===== src/rtl/store_uart_tracer.sv =====
// store_uart_tracer: FIFO-captures CPU stores {dataadr,writedata} and streams each as a 9-byte (A5 sync + addr + data) 8N1 frame on tx; reports busy, fifo_count, sticky overflow, saturating drop_count
module store_uart_tracer #(
  parameter int CLKS_PER_BIT = 16,
  parameter int DEPTH_LOG2 = 3
) (
  input  logic                clk,
  input  logic                rst,
  input  logic                memwrite,
  input  logic [31:0]         dataadr,
  input  logic [31:0]         writedata,
  output logic                tx,
  output logic                busy,
  output logic [DEPTH_LOG2:0] fifo_count,
  output logic                overflow,
  output logic [7:0]          drop_count
);
  typedef enum logic [1:0] {IDLE, START, DATA, STOP} state_t;
  localparam logic [DEPTH_LOG2:0] full = (DEPTH_LOG2 + 1)'(2 ** DEPTH_LOG2);
  localparam logic [15:0] last = 16'(CLKS_PER_BIT - 1);
  state_t state;
  logic [63:0] mem [2 ** DEPTH_LOG2];
  logic [DEPTH_LOG2-1:0] wp, rp;
  logic [63:0] frame;
  logic [3:0] byte_idx;
  logic [2:0] bit_idx;
  logic [15:0] baud;
  logic pop, push, drop, tick;
  logic [7:0] cur_byte;
  always_comb begin
    pop = state == IDLE && fifo_count != '0;
    push = memwrite && (fifo_count != full || pop);
    drop = memwrite && !push;
    tick = baud == last;
    cur_byte = byte_idx == '0 ? 8'hA5 : frame[63:56];
  end
  always_ff @(posedge clk) if (push) mem[wp] <= {dataadr, writedata};
  always_ff @(posedge clk or posedge rst)
    if (rst) begin
      wp <= '0;
      rp <= '0;
      fifo_count <= '0;
      overflow <= 1'b0;
      drop_count <= '0;
    end else begin
      if (push) wp <= wp + 1'b1;
      if (pop) rp <= rp + 1'b1;
      if (push != pop) fifo_count <= push ? fifo_count + 1'b1 : fifo_count - 1'b1;
      if (drop) overflow <= 1'b1;
      if (drop && drop_count != 8'hFF) drop_count <= drop_count + 1'b1;
    end
  always_ff @(posedge clk or posedge rst)
    if (rst) begin
      state <= IDLE;
      tx <= 1'b1;
      busy <= 1'b0;
      baud <= '0;
      byte_idx <= '0;
      bit_idx <= '0;
      frame <= '0;
    end else begin
      tx <= state == START ? 1'b0 : state == DATA ? cur_byte[bit_idx] : 1'b1;
      busy <= state != IDLE;
      baud <= (state == IDLE || tick) ? '0 : baud + 1'b1;
      case (state)
        IDLE: if (pop) begin
          frame <= mem[rp];
          byte_idx <= '0;
          bit_idx <= '0;
          state <= START;
        end
        START: if (tick) state <= DATA;
        DATA: if (tick) begin
          bit_idx <= bit_idx + 1'b1;
          if (bit_idx == 3'd7) state <= STOP;
        end
        STOP: if (tick) begin
          if (byte_idx != '0) frame <= {frame[55:0], 8'h00};
          byte_idx <= byte_idx + 1'b1;
          state <= byte_idx == 4'd8 ? IDLE : START;
        end
        default: state <= IDLE;
      endcase
    end
endmodule

===== config.mk =====
export PLATFORM = sky130hd
export DESIGN_NAME = store_uart_tracer
export DESIGN_NICKNAME = d
export VERILOG_FILES = /design/src/rtl/store_uart_tracer.sv
export SDC_FILE = /design/constraint.sdc
export NUM_CORES = 1
export LEC_CHECK = 0
export BUFFER_PORTS_ARGS = -buffer_cell sky130_fd_sc_hd__buf_2
export CAP_MARGIN = 20
export CORE_ASPECT_RATIO = 1.75
export CORE_MARGIN = 3
export CORE_UTILIZATION = 55
export DETAILED_ROUTE_END_ITERATION = 8
export PLACE_DENSITY = 0.72
export SLEW_MARGIN = 30
export SYNTH_ARGS = -nofsm -noshare
export SYNTH_HDL_FRONTEND = slang
export SYNTH_SLANG_ARGS = --single-unit

===== constraint.sdc =====
create_clock -name clk -period 9.8 [get_ports clk]
set_input_delay 0.49 -clock clk [delete_from_list [all_inputs] [get_ports clk]]
set_output_delay 0.49 -clock clk [all_outputs]
set_load 0.005 [all_outputs]

---- Word level (Yosys, flattened, before mapping) ----
Memories as Yosys holds them, arrays and structs flattened.
Cells that the tools add are included.
operators by class
  $lt $le $gt $ge ......................... 1
  add/sub/neg operators ................... 8
  mux-type cells .......................... 26
  reductions and logical operators ........ 18
  equality and inequality tests ........... 15
operator list
  kind                   count
  $mux 64                3
  $pmux 64 s2            1
  $add 16x1->16 const B  1
  $eq 16x4->1 const B    1
  $mux 16                1
  $mux 4                 3
  $mux 2                 5
  $ne 2x2->1 const B     5
  $add 3x1->3 const B    3
  $add 4x1->4 const B    2
  $add 8x1->8 const B    1
  $mux 8                 1
  $ne 8x8->1 const B     1
  $pmux 2 s4             1
  $pmux 4 s2             1
  $reduce_bool 4->1      2
  $mux 1                 6
  $mux 3                 2
  $pmux 3 s2             1
  $reduce_and 3->1       2
  $reduce_bool 2->1      3
  $reduce_and 5->1       1
  $eq 2x2->1 const B     2
  $eq 4x4->1 const B     1
  14 further kinds       18
word-level totals
  memories kept ........................... 1
  RAM bits ................................ 512
  word-level logic and storage cells ...... 81
  register bits after elaboration ......... 110
memories
  name  depth  width  read ports  clocked after Yosys merged registers in  write ports  RTL line  RTL
  mem   8      64     1           0                                        1            21        logic [63:0] mem [2 ** DEPTH_LOG2];

---- Depth between registers and ports, before layout ----
  depth after elaboration ................. 7
  mapped depth ............................ 12

---- Worst setup path before layout ----
Ideal clock, no wire load.
  path type ............................... reg-to-reg
  from .................................... register state[0]
  to ...................................... memory mem[0][0], enable pin
  slack ................................... 1.645 ns
  required time ........................... 9.156 ns
  arrival time ............................ 7.511 ns
  cell stages (with the launch flop) ...... 8
  library setup time ...................... 0.644 ns
  clock period less this slack ............ 8.155 ns
  cells stage by stage .................... dfrtp_1 -> inv_1 -> ha_1 -> buf_2 -> inv_2 -> a31oi_1 -> inv_2 -> nor4_1
on the way
  longest elaborated chain between the ends .. 6
ends and longest elaborated chain
  item                          RTL line  RTL
  start, declared               20        state_t state;
  start signal, assigned        79        state <= byte_idx == 4'd8 ? IDLE : START;
  $logic_not 2->1               30        pop = state == IDLE && fifo_count != '0;
  $logic_and 1x1->1             30
  $logic_or 1x1->1              31        push = memwrite && (fifo_count != full || pop);
  $logic_and 1x1->1             31
  $mux 1                        36        always_ff @(posedge clk) if (push) mem[wp] <= {dataadr, writedata};
  $mux 1 (implied by the code)  36
  end, declared                 21
Every way passes these cells.

---- Worst setup path after layout ----
  from .................................... register state[0]
  to ...................................... memory mem[7][59], enable pin
The elaborated chain is that of the path after synthesis.

==> impl_metrics.ini <==
[grt]
met1_usage_pct = 26.0
grt_max_degree = 68
grt-busiest-layer = met2
grt_pass1_wl_um = 74300
grt_use_met2_pct = 36.3
first_global_vias = 12514
antenna_found_initial = 8
grt_overflow = 0
gr-usage-met3_pct = 2.80
grt_util_all_layers_pct = 20.3

[final_layout]
drive_above_1_share_pct = 28.0
nets = 1434
fillers = 3051
fin_util_pct = 62.3
syn2layout_area_growth_pct = 11.8
instances_no_fill = 1967

[power]
pwr-share-comb_pct = 29.7
cellInternalPower_mw = 5.96
switchingPower_mw = 2.46
finalPower_mw = 8.42
seqPwrFrac_pct = 44.2
clkPwrFrac_pct = 26.1
leakagePower_nw = 9.66
swShare_pct = 29.3
power.density_nw_per_um2 = 305
vdd_ir_drop_max_uv = 210

[synthesis]
synthesis.area_sq_um = 24700
synth-compound-area-share_pct = 2.47
synth_top_family_by_area = multiplexers
synth-simple-area-share_pct = 2.91
synth_seq_cells = 622
synthCells = 1256
synth.area.top_cells = edfxtp_1 (62%), mux4_2 (12%), dfrtp_1 (11%)
yosysUniqueCellTypes = 52
yosys.area.top_type = edfxtp_1
syn_area_per_cell_sq_um = 19.6
synth-adder-area-share_pct = 0.842
synth-main-ff-cell = edfxtp_1
muxShareOfSynthArea_pct = 17.9
synthDominantCellAreaShare_pct = 62.3
seq_area_frac_synth_pct = 73.5
synthXorXnorAreaFrac_pct = 1.03
yosys_warnings = 0
synthArstFlopShare_pct = 17.7
synth_nets = 1339
synth_edf_count = 512

[clocking]
h-tree-depth = 2
holdBufCountCts = 0
clk_latency_ns = 0.59
cts_sinks = 622
ctsLongestPathBuffers = 3
cts_tree = built
cts-resized-gates = 0
clk_pin_slew_worst_paths_ns = 0.07
cts_buffers = 53
cts_setup_buffers = 0
ctsRootBufferMaster = clkbuf_16

[drt]
viasPerCell = 5.93
ant_nets = 0
wl_per_cell_um = 24.1
postRouteWirelength_um = 47400
first_iter_violations = 850
drc_errors = 0
first_pass_iters = 5
vias = 11664

[placement]
gp_congestion = 0.776
hpwl_um = 26400
post-place-cells = 1868
io_buffers = 81

[job]
maxCapViolCount = 0

[timing]
fin_crit_sh_pct = 40.0
maxSlewViolCount = 0
fmax_mhz = 255
finalHoldViolations = 0
max_slew_margin_pct = 34.0
clock-skew-final_ns = 0.0265
rsz0062_at_grt = false
setup_violations = 0
fin_crit_ns = 3.92
worst_slew_pin_slew_ns = 0.990
tns_ns = 0

[worst_setup_path]
worstPathRequired_ns = 9.98
worstSetupEndpointType = register
start_kind = register
worstSetupPathType = reg2reg
path_cells = inv_1 > ha_1 > inv_2 > a31oi_1 > nand2_1 > nor2_4 > buf_4
slowest_delay_ns = 0.76
critical_path.max_fanout = 45
cpMaxStageDelayCell = buf_4
worstPathArrival_ns = 4.10

[run_status]
status = finished, final reports clean

[floorplan]
core_area_sq_um = 44300
fp.dieH_um = 286
die_area_sq_um = 47600
initial_utilization_pct = 55.7
pin_count = 82
die_w_um = 166
num_rows = 102

[hold_path]
hp-class = in2async
[Yosys cell counts, types with 2 or more instances]
master,instances
edfxtp_1,512
mux4_2,128
dfrtp_1,109
nand2_1,83
mux2i_1,66
o21ai_0,65
mux2_4,52
nor2_1,29
clkbuf_1,26
buf_2,23
xnor2_1,17
ha_1,15
xor2_1,12
and3_1,10
inv_1,8
mux2_2,8
nand3_1,8
nor4_1,8
buf_1,7
nor3_1,7
a21oi_1,6
buf_6,5
o2bb2ai_1,5
a21o_1,4
nand4_1,4
a211oi_1,3
a22o_1,3
nand2b_1,3
a221o_1,2
a31oi_1,2
and2_1,2
buf_4,2
inv_2,2
o22ai_1,2
[flip-flops by register name, summed over array words and instances, names as in the netlist]
signal and cells:
drop_count 8, tx 1, wp 3, state 2, baud 16, rp 3
byte_idx 4, overflow 1, mem 512, fifo_count 4, bit_idx 3, frame 64
busy 1
[critical path, delay by kind of cell, from the launching register on]
family,cells,cell delay [ns]
AO/OA/AOI/OAI,1,0.50
AND/OR/NAND/NOR,2,1.02
flip-flops,1,0.43
buffers and inverters,3,1.11
adder cells (fa/ha/maj),1,0.40
[power by group through the flow]
stage	logic, mW	clock network (mW)	registers (mW)
after floorplan	2.05	0	3.62
after global placement	2.47	0	3.76
after detailed placement	2.53	0	3.78
after CTS	2.55	2.24	3.73
after global routing	2.71	2.35	3.78
final	2.50	2.20	3.72
[per-layer routing]
metal	part of all wire, %	routed length [um]	up-vias
li1	-	-	5185
met5	0.038	18	-
met1	39	18600	6120
met3	4.2	2010	90
met2	54	25500	265
met4	2.8	1320	4
[cell families after synthesis]
logic type | Yosys count
flops | 622
mux | 254
simple gates | 161
compound gates | 101
buf+inv | 73
xor+xnor | 29
fa+ha+maj | 16
[layout by cell type (no fill, tap or decap), types with 8 or more instances in the layout]
cell type	instances
xor2_1	12
mux4_2	128
and3_1	10
nor2_1	26
mux2_2	8
clkinv_1	9
buf_4	19
bufinv_16	11
xnor2_1	17
ha_1	14
edfxtp_1	512
clkbuf_1	11
clkbuf_16	53
mux2_4	52
dfrtp_1	106
buf_2	81
o21ai_0	65
mux2i_1	66
nand3_1	8
nand2_1	83
[final cells by class]
cell class	count	area (sq um)	share of cell area [%]
flip-flops and latches	622	18100	65.8
inverters	10	40.0	0.145
diodes	1	2.50	0.00907
clock buffers	64	1370	4.96
clock inverters	34	455	1.65
well taps	572	716	2.59
repair buffers	103	598	2.17
multi-input cells	561	6260	22.7
[through the flow]
stage	cell area, sq um	hold slack, ns	worst slack (ns)
after floorplan	24700	0.424	1.65
after global placement	25700	0.440	5.97
after detailed placement	25800	0.455	5.84
after CTS	27600	0.114	5.80
after global routing	27600	0.163	5.55
final	27600	0.109	5.88
[worst paths after layout]
kind,cells past startpoint,slack [ns],from,to
min in group clk,1,0.17,writedata[28],mem[5][28]
hold / removal,2,0.11,rst,frame[27]
max in group asynchronous,3,8.44,rst,rp[0]
setup reg to reg,7,5.88,state[0],mem[7][59]
hold reg to reg,1,0.46,baud[0],baud[0]
setup / recovery,7,5.88,state[0],mem[7][59]
No activity file was read; power rests on OpenSTA's default activity.
